## src/rtl/fetch_pkg.sv

```systemverilog
// Shared types for the Simple_RISC fetch stage.
// Entry layout, FSM states and PC helpers.
package fetch_pkg;

  localparam int PC_W    = 32;
  localparam int INST_W  = 32;
  localparam int PC_STEP = 4;

  typedef struct packed {
    logic [PC_W-1:0]   pc;
    logic [INST_W-1:0] inst;
  } fetch_entry_t;

  typedef enum logic [1:0] {
    S_BOOT,
    S_FETCH,
    S_HALT
  } fetch_state_t;

  function automatic logic [PC_W-1:0] alignPc(
    input logic [PC_W-1:0] pc
  );
    return pc & ~PC_W'(3);
  endfunction

endpackage

```

## src/rtl/fetch_fifo.sv

```systemverilog
// Small synchronous FIFO with flush.
// Holds fetched entries and in-flight request tags.
module fetch_fifo #(
  parameter int DEPTH = 2,
  parameter int WIDTH = 32
) (
  input  logic                       clk,
  input  logic                       rst_n,
  input  logic                       flush,
  input  logic                       push,
  input  logic [WIDTH-1:0]           pushData,
  input  logic                       pop,
  output logic [WIDTH-1:0]           popData,
  output logic                       empty,
  output logic                       full,
  output logic [$clog2(DEPTH+1)-1:0] count
);

  localparam int PTR_W = (DEPTH > 1) ? $clog2(DEPTH) : 1;
  localparam int CNT_W = $clog2(DEPTH + 1);

  logic [WIDTH-1:0] mem [DEPTH];
  logic [PTR_W-1:0] wrPtr;
  logic [PTR_W-1:0] rdPtr;
  logic             doPush;
  logic             doPop;

  function automatic logic [PTR_W-1:0] nextPtr(
    input logic [PTR_W-1:0] p
  );
    return (p == PTR_W'(DEPTH - 1)) ? '0 : p + 1'b1;
  endfunction

  assign empty   = (count == '0);
  assign full    = (count == CNT_W'(DEPTH));
  assign doPop   = pop && !empty;
  assign doPush  = push && (!full || doPop);
  assign popData = mem[rdPtr];

  // pointer and occupancy bookkeeping; flush empties the queue
  always_ff @(posedge clk or negedge rst_n) begin
    if (!rst_n) begin
      wrPtr <= '0;
      rdPtr <= '0;
      count <= '0;
    end else if (flush) begin
      wrPtr <= '0;
      rdPtr <= '0;
      count <= '0;
    end else begin
      if (doPush) wrPtr <= nextPtr(wrPtr);
      if (doPop)  rdPtr <= nextPtr(rdPtr);
      count <= count + CNT_W'(doPush)
                     - CNT_W'(doPop);
    end
  end

  // storage write; contents need no reset
  always_ff @(posedge clk) begin
    if (doPush && !flush) mem[wrPtr] <= pushData;
  end

endmodule

```

## src/rtl/instr_fetch_unit.sv

```systemverilog
// Simple_RISC fetch stage: PC, imem requests,
// instruction buffer and branch redirect.
module instr_fetch_unit #(
  parameter logic [31:0] RESET_PC  = 32'h0000_0000,
  parameter int          PC_STEP   = 4,
  parameter int          BUF_DEPTH = 2
) (
  input  logic                         clk,
  input  logic                         rst_n,
  input  logic                         isBranchTaken,
  input  logic [fetch_pkg::PC_W-1:0]   branchPC,
  input  logic                         fetchHalt,
  output logic                         imemReqValid,
  input  logic                         imemReqReady,
  output logic [fetch_pkg::PC_W-1:0]   imemReqAddr,
  input  logic                         imemRspValid,
  input  logic [fetch_pkg::INST_W-1:0] imemRspData,
  output logic                         instValid,
  input  logic                         instReady,
  output logic [fetch_pkg::INST_W-1:0] inst,
  output logic [fetch_pkg::PC_W-1:0]   instPC
);

  import fetch_pkg::*;

  localparam int CNT_W = $clog2(BUF_DEPTH + 1);

  fetch_state_t    state;
  logic [PC_W-1:0] fetchPC;
  logic [PC_W-1:0] tagPC;
  logic [CNT_W-1:0] stale;
  logic [CNT_W-1:0] outstanding;
  logic [CNT_W-1:0] occupancy;
  logic [CNT_W-1:0] outNext;
  logic            hasCredit;
  logic            reqFire;
  logic            rspFire;
  logic            bufPush;
  logic            bufPop;
  logic            bufEmpty;
  logic            bufFull;
  logic            tagEmpty;
  logic            tagFull;
  fetch_entry_t    rspEntry;
  fetch_entry_t    headEntry;

  assign hasCredit =
    ({1'b0, occupancy} + {1'b0, outstanding})
      < (CNT_W + 1)'(BUF_DEPTH);

  assign imemReqValid = (state == S_FETCH)
                     && hasCredit && !tagFull;
  assign imemReqAddr  = fetchPC;
  assign reqFire      = imemReqValid && imemReqReady;

  // a response with nothing in flight is a leftover
  // from before reset and is ignored
  assign rspFire = imemRspValid && !tagEmpty;
  assign bufPop  = instValid && instReady
                && !isBranchTaken;
  assign bufPush = rspFire && (stale == '0)
                && (!bufFull || bufPop);

  assign outNext = outstanding + CNT_W'(reqFire)
                 - CNT_W'(rspFire);

  assign rspEntry = '{pc: tagPC, inst: imemRspData};

  assign instValid = !bufEmpty;
  assign inst      = bufEmpty ? '0 : headEntry.inst;
  assign instPC    = bufEmpty ? '0 : headEntry.pc;

  fetch_fifo #(
    .DEPTH(BUF_DEPTH),
    .WIDTH($bits(fetch_entry_t))
  ) u_buf (
    .clk     (clk),
    .rst_n   (rst_n),
    .flush   (isBranchTaken),
    .push    (bufPush),
    .pushData(rspEntry),
    .pop     (bufPop),
    .popData (headEntry),
    .empty   (bufEmpty),
    .full    (bufFull),
    .count   (occupancy)
  );

  // tag count doubles as the outstanding counter
  fetch_fifo #(
    .DEPTH(BUF_DEPTH),
    .WIDTH(PC_W)
  ) u_tag (
    .clk     (clk),
    .rst_n   (rst_n),
    .flush   (1'b0),
    .push    (reqFire),
    .pushData(fetchPC),
    .pop     (rspFire),
    .popData (tagPC),
    .empty   (tagEmpty),
    .full    (tagFull),
    .count   (outstanding)
  );

  // FSM, PC advance/redirect and stale tracking
  always_ff @(posedge clk or negedge rst_n) begin
    if (!rst_n) begin
      state   <= S_BOOT;
      fetchPC <= RESET_PC;
      stale   <= '0;
    end else begin
      unique case (state)
        S_BOOT:
          state <= S_FETCH;
        S_FETCH:
          if (fetchHalt && !isBranchTaken)
            state <= S_HALT;
        S_HALT:
          if (!fetchHalt || isBranchTaken)
            state <= S_FETCH;
        default:
          state <= S_BOOT;
      endcase

      if (isBranchTaken)
        fetchPC <= alignPc(branchPC);
      else if (reqFire)
        fetchPC <= fetchPC + PC_W'(PC_STEP);

      if (isBranchTaken)
        stale <= outNext;
      else if (rspFire && (stale != '0))
        stale <= stale - 1'b1;
    end
  end

endmodule

```

## config.mk

```make
export PLATFORM = sky130hd
export DESIGN_NAME = instr_fetch_unit
export DESIGN_NICKNAME = d
export VERILOG_FILES = /design/src/rtl/fetch_pkg.sv /design/src/rtl/fetch_fifo.sv /design/src/rtl/instr_fetch_unit.sv
export SDC_FILE = /design/constraint.sdc
export NUM_CORES = 1
export LEC_CHECK = 0
export CORE_MARGIN = 2
export CORE_UTILIZATION = 55
export CTS_BUF_LIST = sky130_fd_sc_hd__clkbuf_4 sky130_fd_sc_hd__clkbuf_8 sky130_fd_sc_hd__clkbuf_16
export DETAILED_ROUTE_END_ITERATION = 10
export GPL_TIMING_DRIVEN = 0
export MAX_ROUTING_LAYER = met4
export PLACE_DENSITY = 0.83
export SYNTH_ARGS = -nofsm -noshare
export SYNTH_HDL_FRONTEND = slang
export SYNTH_SLANG_ARGS = --single-unit
```

## constraint.sdc

```tcl
create_clock -name clk -period 8.48 [get_ports clk]
set_input_delay 1.272 -clock clk [delete_from_list [all_inputs] [get_ports clk]]
set_output_delay 1.272 -clock clk [all_outputs]
set_load 0.01 [all_outputs]
```

* Word level (Yosys, flattened, before mapping)
Memory sizes are Yosys's and may differ from the RTL's.
Cells that the tools add are included.
** Storage, ports and cells
- Bits in registers :: 44
- Latch bits :: 0
- Bits in writable memories :: 192
- Memory bits (read-only) :: 0
- Output and inout bits :: 98
- Memories kept :: 2
** Memories
- u_buf.mem :: depth 2, width 64, rd ports 1, clocked after Yosys merged registers in 0, wr ports 1, line fetch_fifo.sv:22 : logic [WIDTH-1:0] mem [DEPTH];
- u_tag.mem :: depth 2, width 32, rd ports 1, clocked after Yosys merged registers in 0, wr ports 1, line fetch_fifo.sv:22
** Cells by class
- Add/subtract/negate cells :: 13
- Multipliers :: 0
- Divide/modulo/power cells :: 0
- Magnitude comparators :: 1
- Equality and inequality tests :: 6
- Shift-type cells :: 0
- Multiplexer cells :: 22
- Bitwise operators :: 0
- Reductions and logical operators :: 35
** Operators by type and width (count)
- 32-bit 2-to-1 mux :: 4
- 32-bit by 3-bit adder with 32-bit output, second input constant :: 1
- 1-bit logical AND :: 15
- 1-bit 2-to-1 mux :: 12
- 2-bit 2-to-1 mux :: 5
- 2-bit nonzero test :: 5
- 2-bit logical NOT :: 4
- 2-bit by 1-bit adder with 2-bit output :: 3
- 2-bit == test, second input constant :: 3
- 1-bit logical NOT :: 6
- 2-bit case mux with 3 select lines :: 1
- 2-bit by 1-bit subtractor with 2-bit output :: 3
- 1-bit adder, second input constant :: 4
- 1-bit logical OR :: 4
- 2-bit by 2-bit adder with 3-bit output :: 1
- 3-bit by 2-bit less-than comparator with 1-bit output, second input constant :: 1
- 2-bit by 1-bit == test with 1-bit output, second input constant :: 1
- 2-bit by 1-bit != test with 1-bit output, second input constant :: 1
- 2-bit != test, second input constant :: 1
- 2-bit AND reduction :: 1
- 2-bit by 1-bit subtractor with 2-bit output, second input constant :: 1

* Depth between registers and ports, before layout
Gate-level depths: netlist of the first run.
- Word-level depth :: 10
- Gate-level depth with buffers :: 10
- Gate-level depth less buffers :: 10

* By module
Synthesis of the first run repeated with hierarchy kept, for this count alone.
** Unflattened totals
- Cell total of the unflattened synthesis :: 693
- Area total of the unflattened synthesis :: 10102.2 um^2
** Modules (own cells, without submodules)
- fetch_fifo (u_buf) :: times used 1, cells an instance 228, area an instance 4883.4 um^2, sequential area each 3943.8 um^2
- instr_fetch_unit :: times used 1, cells an instance 336, area an instance 2656.3 um^2, sequential area each 850.8 um^2
- fetch_fifo (u_tag) :: times used 1, cells an instance 129, area an instance 2562.5 um^2, sequential area each 2021.9 um^2

* Least setup slack after synthesis of the first run
No wires, ideal clock.
- Path type :: in2reg
- Start point :: input isBranchTaken
- End point :: memory u_buf.mem[0][0] (netlist bit), enable pin
- Library setup time :: 559 ps
- Data arrival time :: 6004 ps
- Path slack :: 1917 ps
- Stages on the path :: 4
- Path buffers :: 1
- Cell sequence :: clkbuf_1 > nor2b_1 > o311ai_0 > nor3_1
** Between the ends
- Cells in the longest elaborated chain, start to end :: 8
- Elaborated cells between the ends (all ways) :: 10
- Those cells by class :: mux (2); reduce/logical (8)
** Ends and longest elaborated chain
- from (decl) :: line instr_fetch_unit.sv:10 : input logic isBranchTaken,
- 1-bit logical NOT * :: line fetch_fifo.sv:60, instr_fetch_unit.sv:60
- 1-bit logical AND :: line instr_fetch_unit.sv:60 : && !isBranchTaken;
- 1-bit logical OR or 1-bit logical AND (tied branches) :: line instr_fetch_unit.sv:62, fetch_fifo.sv:36
- 1-bit logical AND or 1-bit logical OR (tied branches) :: line instr_fetch_unit.sv:62, fetch_fifo.sv:37
- 1-bit logical AND :: line fetch_fifo.sv:37 : assign doPush = push && (!full || doPop);
- 1-bit logical AND * :: line fetch_fifo.sv:60 : if (doPush && !flush) mem[wrPtr] <= pushData;
- 1-bit 2-to-1 mux * :: line fetch_fifo.sv:60
- 1-bit 2-to-1 mux (implied by the code) * :: line fetch_fifo.sv:60
- to (decl) :: line fetch_fifo.sv:22
Every way passes the cells marked *; elsewhere a longest branch is shown, timed or not.

* Worst setup path in the final report of the first run
- Start point :: register u_buf.rdPtr
- End point :: output inst[7] (netlist bit)
** Between the ends
- Cells in the longest elaborated chain, start to end :: 2
** Ends and longest elaborated chain
- from (decl) :: line fetch_fifo.sv:24 : logic [PTR_W-1:0] rdPtr;
- from (signal assigned) :: line fetch_fifo.sv:52 : if (doPop) rdPtr <= nextPtr(rdPtr);
- memory read 2 x 64 bit
- 32-bit 2-to-1 mux :: line instr_fetch_unit.sv:70 : assign inst = bufEmpty ? '0 : headEntry.inst;
- to (decl) :: line instr_fetch_unit.sv:20 : output logic [fetch_pkg::INST_W-1:0] inst,
Every way passes these cells.

==> results of run 1 <==
-- cell usage after synthesis, types with 3 or more instances --
cell	instances
a31oi_1	3
and3_1	7
and4_1	3
buf_1	7
buf_4	5
clkbuf_1	17
dfrtp_1	42
edfxtp_1	184
ha_1	8
inv_1	15
mux2_2	35
mux2i_1	63
nand2_1	41
nand3_1	11
nand4_1	7
nor2_1	79
nor3_1	6
nor4_2	4
o21ai_0	24
o21ai_1	3
or4_1	3
xnor2_1	23
xor2_1	15
-- metrics by stage --
step	total power, mW	TNS, ps
2_1_floorplan	2.06	0
3_3_place_gp	2.51	-57650
3_5_place_dp	2.55	0
4_1_cts	3.54	0
5_1_grt	3.66	0
6_report	3.52	0
-- area by class of cell --
class	instances	area, sq um
Tap cell	220	275
Timing Repair Buffer	167	1680
Inverter	16	65.1
Fill cell	1078	4500
Sequential cell	226	6580
Clock buffer	31	648
Clock inverter	9	97.6
Multi-Input combinational cell	361	2610
Buffer	30	133
-- cell usage in the layout, fill, tap and decap left out, drive strengths merged, types with 13 or more instances in the layout --
cell type	instances
clkdlybuf4s50	160
o21ai	27
xor2	15
buf	20
inv	16
edfxtp	184
mux2i	63
nand3	13
mux2	35
xnor2	23
nor2	79
dfrtp	42
clkbuf	48
nand2	41
-- state kept, by name, indices dropped and copies added, names as in the netlist --
| register | cells |
|---|---|
| u_buf.mem | 124 |
| u_tag.mem | 60 |
| imemReqAddr | 30 |
| stale | 2 |
| state | 2 |
| u_buf.count | 2 |
| u_tag.count | 2 |
| u_buf.rdPtr | 1 |
| u_buf.wrPtr | 1 |
| u_tag.rdPtr | 1 |
| u_tag.wrPtr | 1 |
-- power groups by stage --
stage,clock [mW],combinational (mW),sequential (mW)
global placement,0,1.04,1.47
finish,0.988,1.08,1.45
CTS,0.999,1.09,1.45
detailed placement,0,1.08,1.47
global route,1.03,1.17,1.46
floorplan,0,0.604,1.46
-- routing by layer --
metal  up-vias  routed length, microns
met2       247                   10100
met3        40                    1460
li1       2675                       -
met5         -                       0
met1      2812                    7820
met4         0                     464
-- logic make-up (layout without fill, tap and decap cells) --
group	count (synthesis)	in the layout	share of synthesized area, %
DFF	226	226	70.3
and+or+nand+nor	177	177	9.68
muxes	98	98	11.0
buffers and inverters	46	253	2.11
xor gates and xnor gates	38	38	3.56
AOI/OAI and AO/OA	35	35	2.06
adders and majority gates	9	9	1.28
other	1	4	0.0401
-- how the worst max path moves through the flow --
stage                                  from                    endpoint
floorplan                     isBranchTaken   u_buf.mem[0][0]$_DFFE_PP_
global route        u_buf.rdPtr$_DFFE_PN0P_                     inst[7]
finish              u_buf.rdPtr$_DFFE_PN0P_                     inst[7]
detailed placement             imemRspValid  u_buf.mem[0][23]$_DFFE_PP_
CTS                 u_buf.rdPtr$_DFFE_PN0P_                     inst[7]
global placement               imemRspValid  u_buf.mem[0][29]$_DFFE_PP_
==> impl_metrics.tcl, run 1 <==
set metrics [dict create \
    cellPowerDensity_mw_per_mm2 291 \
    reg2reg_from "u_tag.count[0]$_DFF_PN0_" \
    grt_pass1_vias 5898 \
    grt.met3_usage_pct 3.97 \
    post-route-cell-area_sq_mm 0.0121 \
    ctsHoldBuffers 0 \
    ys_ff_latch 226 \
    viasPerCell 5.45 \
    dp_cells 1020 \
    use_met1_pct 27.1 \
    leakage_nw 4.17 \
    finClkSkew_ps 10.8 \
    worst_slew_pin_slew_ps 1170 \
    io_pins 169 \
    syn_avg_cell_area_sq_um 14.8 \
    synth_edf_count 184 \
    instances_no_fill 1060 \
    whs_endpoint "u_tag.wrPtr$_DFFE_PN0N_" \
    combinationalPowerShare_pct 30.8 \
    drive_above_1_share_pct 12.0 \
    rr_endpoint "u_tag.mem[0][18]$_DFFE_PP_" \
    clkTransAtPathRegs_ps 60 \
    die_w_microns 134 \
    synth_top_cells_by_area "edfxtp_1, dfrtp_1, mux2i_1" \
    avgRoutedWirePerCell_microns 18.8 \
    start_util_pct 56.4 \
    rows 47 \
    hold_ws_ps 546 \
    grt-busiest-layer "met2" \
    gp_congestion 0.854 \
    switching_share_pct 29.2 \
    io_buffers 161 \
    status "completed" \
    syn_area_sq_mm 0.00935 \
    drv_cap 0 \
    cts-buffers-inserted 22 \
    pre_cts_slack_ps 4570 \
    hold_depth 1 \
    wl_microns 19900 \
    yosysWarnings 0 \
    start_kind "flop" \
    setup_viol 0 \
    seqPwrFrac_pct 41.2 \
    clk_path_buf_depth 3 \
    diodes 0 \
    post_cts_resized 0 \
    critPathBufInv 3 \
    drc_errors 0 \
    rsz0062_at_grt "false" \
    cts_setup_buffers 0 \
    crit_type "reg -> out" \
    synth_top_area_share_pct 59.1 \
    die_h_microns 134 \
    syn_to_final_growth_pct 29.2 \
    synth_cell_types 42 \
    async_flop_share_pct 18.6 \
    cts.sinks 226 \
    maxSlewHeadroom_pct 21.7 \
    synth_area_leader_cell "edfxtp_1" \
    hpwl_microns 13400 \
    clkPwrFrac_pct 28.1 \
    switching_power_mw 1.03 \
    yosysSeqAreaShare_pct 70.3 \
    placed_area_sq_mm 0.0113 \
    finalHoldViolations 0 \
    grt_max_degree 63 \
    reg2reg_depth 7 \
    period_minus_slack_ps 4250 \
    slew_violations 0 \
    drtIter0Drc 397 \
    max_freq_mhz 235 \
    fin_ws_ps 4230 \
    critPathArrivalTime_ps 2980 \
    met2_usage_pct 39.3 \
    ir_drop_v 0.000165 \
    hold_path.startpoint "u_tag.wrPtr$_DFFE_PN0N_" \
    tritoncts "built" \
    die_area_sq_mm 0.0181 \
    grt.total_usage_pct 22.6 \
    internal_power_mw 2.49 \
    num_vias 5774 \
    critical-path-top-delay-family "buffers and inverters" \
    syn_inst 630 \
    cpPeakStageDelay_ps 630 \
    ctsRootBufferMaster "clkbuf_16" \
    endpoint_kind "primary output" \
    required_ps 7210 \
    core_area_sq_mm 0.0166 \
    final_nets 904 \
    min_period_over_period_pct 50.1 \
    ant_nets 0 \
    grt_pass1_wl_microns 30800 \
    overflow 0 \
    synth_ff_type "edfxtp_1" \
    reg2reg_slack_ps 5450 \
    clkLatencyLatePin_ps 500 \
    cp_max_fo 10 \
    slowest_stage "buf_1" \
    antenna_found_initial 0 \
    crit_cells 5 \
    htree_levels 1 \
    hp-class "reg -> reg" \
    cp_cell_sequence "clkbuf_1 > buf_1 > mux2i_1 > nor2_1 > clkdlybuf4s50_1" \
    drt-pass1-iter-count 5 \
    fin_util_pct 72.9 \
]
No activity file was read; power rests on OpenSTA's default activity.
==> inputs of run 2 (changes only) <==
Settings changed: CORE_UTILIZATION 55 to 47, PLACE_DENSITY 0.83 to 0.76.
Clock period 8.48 ns to 3.8 ns, I/O delays scaled along.
==> run 2 against run 1 <==
Power rose by 120%. Critical path depth did not move. Worst hold slack got worse by 33 ps. Flip-flop and latch count did not move. Clock-buffer cell count fell by 1. Critical path type unchanged. Critical endpoint is now instPC[21].
==> impl_metrics.tcl, run 2 (synthesized netlist as in run 1, its figures left out) <==
set metrics [dict create \
    mostFrequentLayoutCell "edfxtp_1" \
    core_area_sq_mm 0.0195 \
    critPathArrivalTime_ps 2910 \
    cts-buffers-inserted 23 \
    ctsHoldBuffers 1 \
    final_cell_mix "edfxtp_1, clkdlybuf4s50_1, nor2_1, mux2i_1, dfrtp_1" \
    finalHoldViolations 0 \
    drt-pass1-iter-count 5 \
    grt_max_degree 58 \
    period_minus_slack_ps 3480 \
    ctsRootBufferMaster "clkbuf_16" \
    max_freq_mhz 287 \
    slowest_stage "clkbuf_1" \
    reg2reg_depth 7 \
    start_kind "flop" \
    dp_cells 1064 \
    rsz0062_at_grt "false" \
    leakage_nw 4.16 \
    total_power_mw 7.75 \
    clkTransAtPathRegs_ps 60 \
    cts.sinks 226 \
    critical-path-top-delay-family "buffers and inverters" \
    finClkSkew_ps 6.95 \
    io_buffers 161 \
    die_area_sq_mm 0.0210 \
    drv_cap 0 \
    die_h_microns 145 \
    avgRoutedWirePerCell_microns 17.5 \
    crit_path_frequent_cell "clkbuf_1" \
    htree_levels 1 \
    cp_max_fo 10 \
    post_cts_resized 0 \
    ant_nets 0 \
    die_w_microns 145 \
    status "completed" \
    start_util_pct 47.9 \
    crit_type "reg -> out" \
    cpPeakStageDelay_ps 670 \
    grt.total_usage_pct 18.9 \
    wl_microns 19300 \
    largest-register "u_buf.mem" \
    viasPerCell 5.11 \
    maxSlewHeadroom_pct 35.6 \
    tritoncts "built" \
    slew_violations 0 \
    instances_no_fill 1106 \
    hp-class "in -> async" \
    reg2reg_slack_ps 750 \
    hpwl_microns 13200 \
    syn_to_final_growth_pct 30.2 \
    rows 51 \
    gp_congestion 0.871 \
    final_nets 905 \
    grt_pass1_vias 5613 \
    reg2reg_from "u_tag.count[0]$_DFF_PN0_" \
    worst_slew_pin_slew_ps 954 \
    fin_util_pct 62.4 \
    endpoint_kind "primary output" \
    cellPowerDensity_mw_per_mm2 636 \
    num_vias 5648 \
    rr_endpoint "u_tag.mem[0][29]$_DFFE_PP_" \
    required_ps 3230 \
    drtIter0Drc 324 \
    io_pins 169 \
    drive_above_1_share_pct 12.2 \
    drc_errors 0 \
    antenna_found_initial 0 \
    grt_pass1_wl_microns 30600 \
    setup_viol 0 \
    overflow 0 \
    cp_cell_sequence "clkbuf_1 > clkbuf_1 > mux2i_1 > nor2_1 > clkdlybuf4s50_1" \
    clkLatencyLatePin_ps 500 \
    diodes 0 \
    clk_path_buf_depth 3 \
    ir_drop_v 0.000309 \
    min_period_over_period_pct 91.6 \
    cts_setup_buffers 0 \
    largest_register_ff_count 124 \
    critPathBufInv 3 \
]
-- run 2: changes by cell type in the layout (fill, tap and decap cells not counted), moves of 2 or more --
cell	delta
buf_16	+4
buf_6	-4
bufinv_16	-2
clkinv_4	+2
clkinvlp_4	+2
-- run 2: worst max-delay path by stage --
stage,startpoint,end,slack [ps],cells after the start
finish,u_buf.rdPtr$_DFFE_PN0P_,instPC[21],320,5
global route,u_buf.rdPtr$_DFFE_PN0P_,instPC[3],100,5
CTS,u_buf.rdPtr$_DFFE_PN0P_,instPC[3],200,5
detailed placement,imemRspValid,u_buf.mem[0][11]$_DFFE_PP_,590,7
global placement,imemRspValid,u_buf.mem[1][10]$_DFFE_PP_,-970,6
floorplan,u_tag.count[0]$_DFF_PN0_,u_tag.mem[0][10]$_DFFE_PP_,360,7
-- run 2: power breakdown --
part / total [mW] / switching (mW) / leakage, nW / internal, mW
logic: 2.44 / 1.26 / 1.64 / 1.18
registers: 3.23 / 0.164 / 2.17 / 3.07
clock network: 2.07 / 0.888 / 0.346 / 1.18
total: 7.75 / 2.32 / 4.16 / 5.43
-- run 2: worst reg2reg max path, cell delays in order, from the launching register on --
cell     delay (ps)
dfrtp_1         390
inv_1           110
nor2_1           70
fa_1            480
nor4b_4         400
nand3_4         180
buf_2           270
nor2_4          740
-- run 2: cell type report --
| class | instances | area [sq um] |
|---|---|---|
| Clock inverter | 11 | 71.3 |
| Tap cell | 265 | 332 |
| Clock buffer | 30 | 634 |
| Timing Repair Buffer | 167 | 1750 |
| Buffer | 30 | 133 |
| Sequential cell | 226 | 6580 |
| Fill cell | 1517 | 7350 |
| Multi-Input combinational cell | 361 | 2620 |
| Inverter | 16 | 65.1 |
-- run 2: routing by layer --
layer / part of all wire, % / GRT usage, % / vias up
met5: 0 / - / -
met4: 2.6 / 5.59 / 0
met3: 6.0 / 3.43 / 36
met2: 48 / 30.5 / 195
met1: 43 / 24.7 / 2728
li1: - / - / 2689
-- run 2: metrics by stage --
stage	TNS, ps	area (sq um)	setup slack, ps	hold WS (ps)
3_5_place_dp	0	11500	588	497
5_1_grt	0	12200	101	517
4_1_cts	0	12200	199	492
2_1_floorplan	0	9380	364	274
6_report	0	12200	318	514
3_3_place_gp	-131170	11300	-972	474
==> inputs of run 3 (changes only) <==
Settings changed: TNS_END_PERCENT set to 100.
==> results of run 3 <==
The final DEF is identical to that of run 2; final timing and power are the same.
